## src/rtl/video_in_pkg.sv

```systemverilog
// ---------------------------------------------------------------------------
// video_in_pkg
// Shared types and default geometry for the video-in capture path.
//   state_t       : capture FSM states
//   pixel_t       : 8-bit luminance sample
//   word_t        : 32-bit packed word (four pixels, first pixel in [7:0])
//   P_*_DEFAULT   : default frame geometry and FIFO threshold
// ---------------------------------------------------------------------------
package video_in_pkg;

    typedef enum logic [1:0] {
        IDLE       = 2'd0,
        WAIT_FRAME = 2'd1,
        CAPTURE    = 2'd2,
        DONE       = 2'd3
    } state_t;

    typedef logic [7:0]  pixel_t;
    typedef logic [31:0] word_t;

    localparam int unsigned P_WIDTH_DEFAULT       = 640;
    localparam int unsigned P_HEIGHT_DEFAULT      = 480;
    localparam int unsigned NB_PACK_STORE_DEFAULT = 16;
    localparam int unsigned FIFO_DEPTH_DEFAULT    = 64;

    localparam int unsigned FRAME_PIXELS = P_WIDTH_DEFAULT * P_HEIGHT_DEFAULT;

endpackage

```

## src/rtl/video_in_sync_fifo.sv

```systemverilog
// ---------------------------------------------------------------------------
// video_in_sync_fifo
// Synchronous show-ahead FIFO of 32-bit words.
//   clk, nRST  : clock, asynchronous active-low reset
//   flush      : empty the FIFO; wins over a simultaneous push or pop
//   push       : write push_data (accepted if not full, or full with a pop)
//   push_data  : word to write
//   pop        : drop the head word (ignored when empty)
//   pop_data   : head word, valid when level != 0 (reads 0 when empty)
//   level      : number of stored words
//   full       : level == DEPTH
// ---------------------------------------------------------------------------
module video_in_sync_fifo
    import video_in_pkg::*;
#(
    parameter int unsigned DEPTH = FIFO_DEPTH_DEFAULT
) (
    input  logic                       clk,
    input  logic                       nRST,
    input  logic                       flush,
    input  logic                       push,
    input  word_t                      push_data,
    input  logic                       pop,
    output word_t                      pop_data,
    output logic [$clog2(DEPTH):0]     level,
    output logic                       full
);

    localparam int unsigned AW = $clog2(DEPTH);

    word_t         mem [DEPTH];
    logic [AW-1:0] wr_ptr;
    logic [AW-1:0] rd_ptr;
    logic [AW:0]   level_q;
    logic          pop_ok;
    logic          push_ok;

    always_comb begin
        full    = (level_q == (AW+1)'(DEPTH));
        pop_ok  = pop && (level_q != '0);
        // A full FIFO still takes a word when the head leaves in the same cycle.
        push_ok = push && (!full || pop_ok);
        level   = level_q;
        pop_data = (level_q != '0) ? mem[rd_ptr] : '0;
    end

    always_ff @(posedge clk or negedge nRST) begin
        if (!nRST) begin
            wr_ptr  <= '0;
            rd_ptr  <= '0;
            level_q <= '0;
        end else if (flush) begin
            wr_ptr  <= '0;
            rd_ptr  <= '0;
            level_q <= '0;
        end else begin
            if (push_ok) wr_ptr <= wr_ptr + AW'(1);
            if (pop_ok)  rd_ptr <= rd_ptr + AW'(1);
            case ({push_ok, pop_ok})
                2'b10:   level_q <= level_q + (AW+1)'(1);
                2'b01:   level_q <= level_q - (AW+1)'(1);
                default: level_q <= level_q;
            endcase
        end
    end

    always_ff @(posedge clk) begin
        if (push_ok && !flush) mem[wr_ptr] <= push_data;
    end

endmodule

```

## src/rtl/video_in_pack_fifo.sv

```systemverilog
// ---------------------------------------------------------------------------
// video_in_pack_fifo
// Captures one frame of 8-bit pixels (framed by frame_valid/line_valid),
// packs four pixels little-endian into 32-bit words and buffers them in a
// show-ahead FIFO for the store engine.
//   clk, nRST         : clock, asynchronous active-low reset
//   new_addr          : flush everything and arm capture of the next frame
//   pixel_in          : pixel, valid when frame_valid && line_valid
//   frame_valid       : frame framing
//   line_valid        : active-pixel framing
//   r_ack             : pop the FIFO head
//   data_fifo         : FIFO head word (valid when fifo_level != 0)
//   nb_pack_available : fifo_level >= NB_PACK_STORE
//   fifo_level        : stored word count
//   overflow          : sticky, a word was dropped on a full FIFO
//   short_frame       : sticky, frame ended before all pixels arrived
// ---------------------------------------------------------------------------
module video_in_pack_fifo
    import video_in_pkg::*;
#(
    parameter int unsigned p_WIDTH       = P_WIDTH_DEFAULT,
    parameter int unsigned p_HEIGHT      = P_HEIGHT_DEFAULT,
    parameter int unsigned FIFO_DEPTH    = FIFO_DEPTH_DEFAULT,
    parameter int unsigned NB_PACK_STORE = NB_PACK_STORE_DEFAULT
) (
    input  logic                          clk,
    input  logic                          nRST,
    input  logic                          new_addr,
    input  logic [7:0]                    pixel_in,
    input  logic                          frame_valid,
    input  logic                          line_valid,
    input  logic                          r_ack,
    output logic [31:0]                   data_fifo,
    output logic                          nb_pack_available,
    output logic [$clog2(FIFO_DEPTH):0]   fifo_level,
    output logic                          overflow,
    output logic                          short_frame
);

    localparam int unsigned FRAME_PX = p_WIDTH * p_HEIGHT;
    localparam int unsigned CNT_W    = $clog2(FRAME_PX + 1);
    localparam int unsigned LW       = $clog2(FIFO_DEPTH) + 1;

    state_t             state;
    logic               fv_low_seen;
    logic [CNT_W-1:0]   pixel_cnt;
    logic [1:0]         pack_idx;
    logic [23:0]        pack_buf;

    logic               fv_edge;
    logic               accept;
    logic               last_px;
    logic               push;
    word_t              push_word;
    logic               fifo_full;

    always_comb begin
        // Rising edge of frame_valid: a low sample was seen while armed.
        fv_edge   = (state == WAIT_FRAME) && fv_low_seen && frame_valid;
        accept    = frame_valid && line_valid && ((state == CAPTURE) || fv_edge);
        last_px   = (pixel_cnt == CNT_W'(FRAME_PX - 1));
        push      = accept && (pack_idx == 2'd3);
        push_word = {pixel_in, pack_buf};
        nb_pack_available = (fifo_level >= LW'(NB_PACK_STORE));
    end

    always_ff @(posedge clk or negedge nRST) begin
        if (!nRST) begin
            state       <= IDLE;
            fv_low_seen <= 1'b0;
            pixel_cnt   <= '0;
            pack_idx    <= '0;
            pack_buf    <= '0;
            overflow    <= 1'b0;
            short_frame <= 1'b0;
        end else if (new_addr) begin
            state       <= WAIT_FRAME;
            fv_low_seen <= 1'b0;
            pixel_cnt   <= '0;
            pack_idx    <= '0;
            pack_buf    <= '0;
            overflow    <= 1'b0;
            short_frame <= 1'b0;
        end else begin
            if (push && fifo_full && !r_ack) overflow <= 1'b1;

            if (accept) begin
                pixel_cnt <= pixel_cnt + CNT_W'(1);
                pack_idx  <= pack_idx + 2'd1;
                if (pack_idx != 2'd3) pack_buf[{pack_idx, 3'b000} +: 8] <= pixel_in;
            end

            case (state)
                WAIT_FRAME: begin
                    if (!frame_valid)     fv_low_seen <= 1'b1;
                    else if (fv_low_seen) state       <= CAPTURE;
                end
                CAPTURE: begin
                    if (!frame_valid) begin
                        short_frame <= 1'b1;
                        pack_idx    <= '0;
                        pack_buf    <= '0;
                        state       <= DONE;
                    end
                end
                default: ;
            endcase

            if (accept && last_px) state <= DONE;
        end
    end

    video_in_sync_fifo #(
        .DEPTH (FIFO_DEPTH)
    ) u_fifo (
        .clk       (clk),
        .nRST      (nRST),
        .flush     (new_addr),
        .push      (push),
        .push_data (push_word),
        .pop       (r_ack),
        .pop_data  (data_fifo),
        .level     (fifo_level),
        .full      (fifo_full)
    );

endmodule

```

## config.mk

```make
export PLATFORM = sky130hd
export DESIGN_NAME = video_in_pack_fifo
export DESIGN_NICKNAME = d
export VERILOG_FILES = /design/src/rtl/video_in_pkg.sv /design/src/rtl/video_in_sync_fifo.sv /design/src/rtl/video_in_pack_fifo.sv
export SDC_FILE = /design/constraint.sdc
export NUM_CORES = 2
export LEC_CHECK = 0
export CAP_MARGIN = 20
export CORE_UTILIZATION = 54
export CTS_CLUSTER_DIAMETER = 60
export DETAILED_ROUTE_END_ITERATION = 10
export PLACE_DENSITY = 0.67
export SYNTH_ARGS = -nofsm -noshare
export SYNTH_HDL_FRONTEND = slang
export SYNTH_SLANG_ARGS = --single-unit
```

## constraint.sdc

```tcl
create_clock -name clk -period 4.7 [get_ports clk]
set_input_delay 0.47 -clock clk [delete_from_list [all_inputs] [get_ports clk]]
set_output_delay 0.47 -clock clk [all_outputs]
set_load 0.1 [all_outputs]
```

==> flow_metrics.tcl <==
set metrics [dict create \
    cp_data_arrival_time_ps 4050 \
    worst_ep_required_time_ps 4230 \
    antenna_found_initial 1 \
    outcome "finished, final reports clean" \
    clk-insertion-delay-late_ps 830 \
    seq_area_um2 63300 \
    finalHoldViolations 0 \
    ys_seq_area_share_pct 77.2 \
    dr.pass1.iters 8 \
    cts_buffers 203 \
    clock_sinks 2117 \
    route.antenna.remaining_nets 0 \
    route.detailed.drc 0 \
    grtUsageTotal_pct 27.2 \
    cp_cell_sequence "buf_12 -> mux4_2 -> mux4_2 -> a22oi_1 -> nand2_1 -> buf_12" \
    avgSynthCellArea_um2 22.8 \
    area_growth_syn_to_layout_pct 14.4 \
    place_hpwl_um 108000 \
    die_area_um2 153000 \
    drtIter0Drc 5528 \
    path_class "flop to output pin" \
    nets 3879 \
    syn_nets 3612 \
    critPathCaptureType "output pin" \
    cts.clk_slew.worst_paths_ps 60 \
    grt_overflow 0 \
    rows 142 \
    grt_pass1_wl_um 290000 \
    finalSetupTns_ps 0 \
    p_leak_nw 25.2 \
    holdCritPathClass "primary input to flop" \
    placed_cells 5644 \
    setup_slack_ps 175 \
    ys_async_sr_fraction_pct 3.26 \
    rsz0062_at_grt "no" \
    final_cells 6039 \
    reg2reg_depth 7 \
    period_share_pct 96.3 \
    cts_max_level 4 \
    vias_per_cell 6.58 \
    slew_headroom_pct 24.6 \
    max_stage_delay_ps 960 \
    core_um2 150000 \
    multi_input_comb_area_um2 18000 \
    crit_buf_inv 2 \
    finalSetupViolations 0 \
    drive_gt1_share_pct 30.6 \
    place_congestion 0.792 \
    worst_r2r_endpoint "u_fifo.mem[48][8]" \
    max_freq_ghz 0.221 \
    portBuffers 55 \
    antennaDiodeCount 0 \
    cp-start-kind "flop" \
    hold_end "u_fifo.mem[27][26]" \
    worst_pin_slew_ps 1130 \
    start_util_pct 54.5 \
    synth_edf_count 2048 \
    ys_ff_latch 2117 \
    tritoncts "built" \
    grt_start_max_net_pins 84 \
    min-delay-start "pixel_in[2]" \
    crit_slowest_cell "dfrtp_4" \
    skew_ps 23.9 \
    fin_crit_ps 4520 \
    yosysTopAreaCell "edfxtp_1" \
    synth_area_leaders "edfxtp_1 (75%), mux4_2 (16%), dfrtp_1 (2.1%), mux2i_1 (0.71%), nor2_1 (0.63%)" \
    ir_drop_uv 774 \
    synth_top_area_share_pct 75.1 \
    drt_wl_total_um 205000 \
    grt_pass1_vias 39842 \
    cp_top_family "flip-flops" \
    power_density_nw_per_um2 467 \
    wl_per_cell_um 33.9 \
    min_path_cells 1 \
    pre_cts_ws_ps 664 \
    die_x_um 391 \
    io_pins 56 \
    synth-main-ff-cell "edfxtp_1" \
    clockBufferDepth 3 \
    synthesis.area_um2 81900 \
    cts_root_buf "clkbuf_16" \
    r2r_start "u_fifo.level[1]" \
    vias 39730 \
    synthCells 3588 \
    ys_warn_count 0 \
    ff2ff_setup_slack_ps 1100 \
    yosysUniqueCellTypes 60 \
    worstPathMaxFanout 42 \
    fp.dieH_um 391 \
    fill_cells 10044 \
    drv_cap 0 \
    slew_violations 0 \
]
-- cell usage after synthesis (13+ instances only) --
library cell and number:
edfxtp_1 2048, mux4_2 591, nor2_1 138, buf_2 91, nand2_1 73, dfrtp_1 69, a21oi_1 62, mux2i_1 58
clkbuf_1 44, nand3_1 43, a22oi_1 40, a211oi_1 29, buf_4 27, nor2b_1 27, buf_1 22, o21ai_0 18
xnor2_1 17, xor2_1 17, mux2_2 13
-- final cells by class --
cell class                      count  area share, %
Timing Repair Buffer              256           3.51
Clock buffer                      271           5.92
Inverter                           11         0.0441
Clock inverter                    102          0.948
Sequential cell                  2117           67.6
Multi-Input combinational cell   1266           19.3
Tap cell                         2016           2.69
-- stage by stage --
stage                     power, mW  area [um2]  utilization [%]  hold slack, ps
after CTS                      44.0       93300             62.2             193
final                          43.7       93600             62.3             184
after floorplan                25.8       81900                -             174
after detailed placement       28.2       86700             57.8             494
after global placement         28.2       86700             57.8             490
after global routing           44.9       93600             62.3             175
-- worst register-to-register path: cells and delay by family, from the launching register on --
kind	cells	cell delay, ps
buffers and inverters	1	440
AND/OR/NAND/NOR	6	2360
flip-flops	1	460
-- cell families after synthesis --
kind of cell | after synthesis | synth area share, %
xor gates and xnor gates | 34 | 0.364
AOI/OAI and AO/OA | 203 | 1.70
muxes | 662 | 17.1
buffers and inverters | 205 | 1.31
and+or+nand+nor | 357 | 2.09
adders and majority gates | 10 | 0.153
DFF | 2117 | 77.2
-- placed cells by master (no fill, tap or decap), types with 55 or more instances in the layout --
master and count:
edfxtp_1 2048, nor2_1 73, nand2_1 73, mux4_2 591, a21oi_1 61, clkbuf_16 210
clkbuf_1 55, buf_4 126, nor2_4 64, buf_12 98, mux2i_1 58
-- routing by layer --
layer	share of wire (%)	track usage, %	vias to the layer above
li1	-	-	15770
met1	41	40.7	21432
met2	47	41.0	2218
met3	10	5.32	310
met4	2.7	8.21	0
met5	0	0	-
-- where the power goes --
part	internal (mW)	switching, mW	leakage [nW]
Combinational	2.89	4.34	5.43
Sequential	20.5	0.0866	16.6
Clock	9.03	6.84	3.13
-- sequential cells by signal, indices dropped and copies added, names as in the netlist --
name	flops
fv_low_seen	1
overflow	1
pack_buf	24
pack_idx	2
pixel_cnt	19
short_frame	1
state	2
u_fifo.level	7
u_fifo.mem	2048
u_fifo.rd_ptr	6
u_fifo.wr_ptr	6
-- worst max path at each step --
stage	from	to	slack (ps)	cells past startpoint
after floorplan	u_fifo.level[4]	data_fifo[6]	280	7
after global routing	u_fifo.rd_ptr[1]	data_fifo[17]	20	9
after global placement	u_fifo.rd_ptr[0]	data_fifo[22]	680	6
after CTS	u_fifo.rd_ptr[2]	data_fifo[19]	30	6
final	u_fifo.rd_ptr[2]	data_fifo[23]	180	6
after detailed placement	u_fifo.rd_ptr[0]	data_fifo[22]	660	6
-- repair_timing --
| action | CTS | global route |
|---|---|---|
| hold buffers | 3 | 0 |
| endpoints found under the hold margin | 83 | 0 |
| buffers inserted | 6 | 0 |
| setup endpoints to repair | 27 | 0 |
| gates resized for setup | 4 | 0 |
No activity file was read; power rests on OpenSTA's default activity.
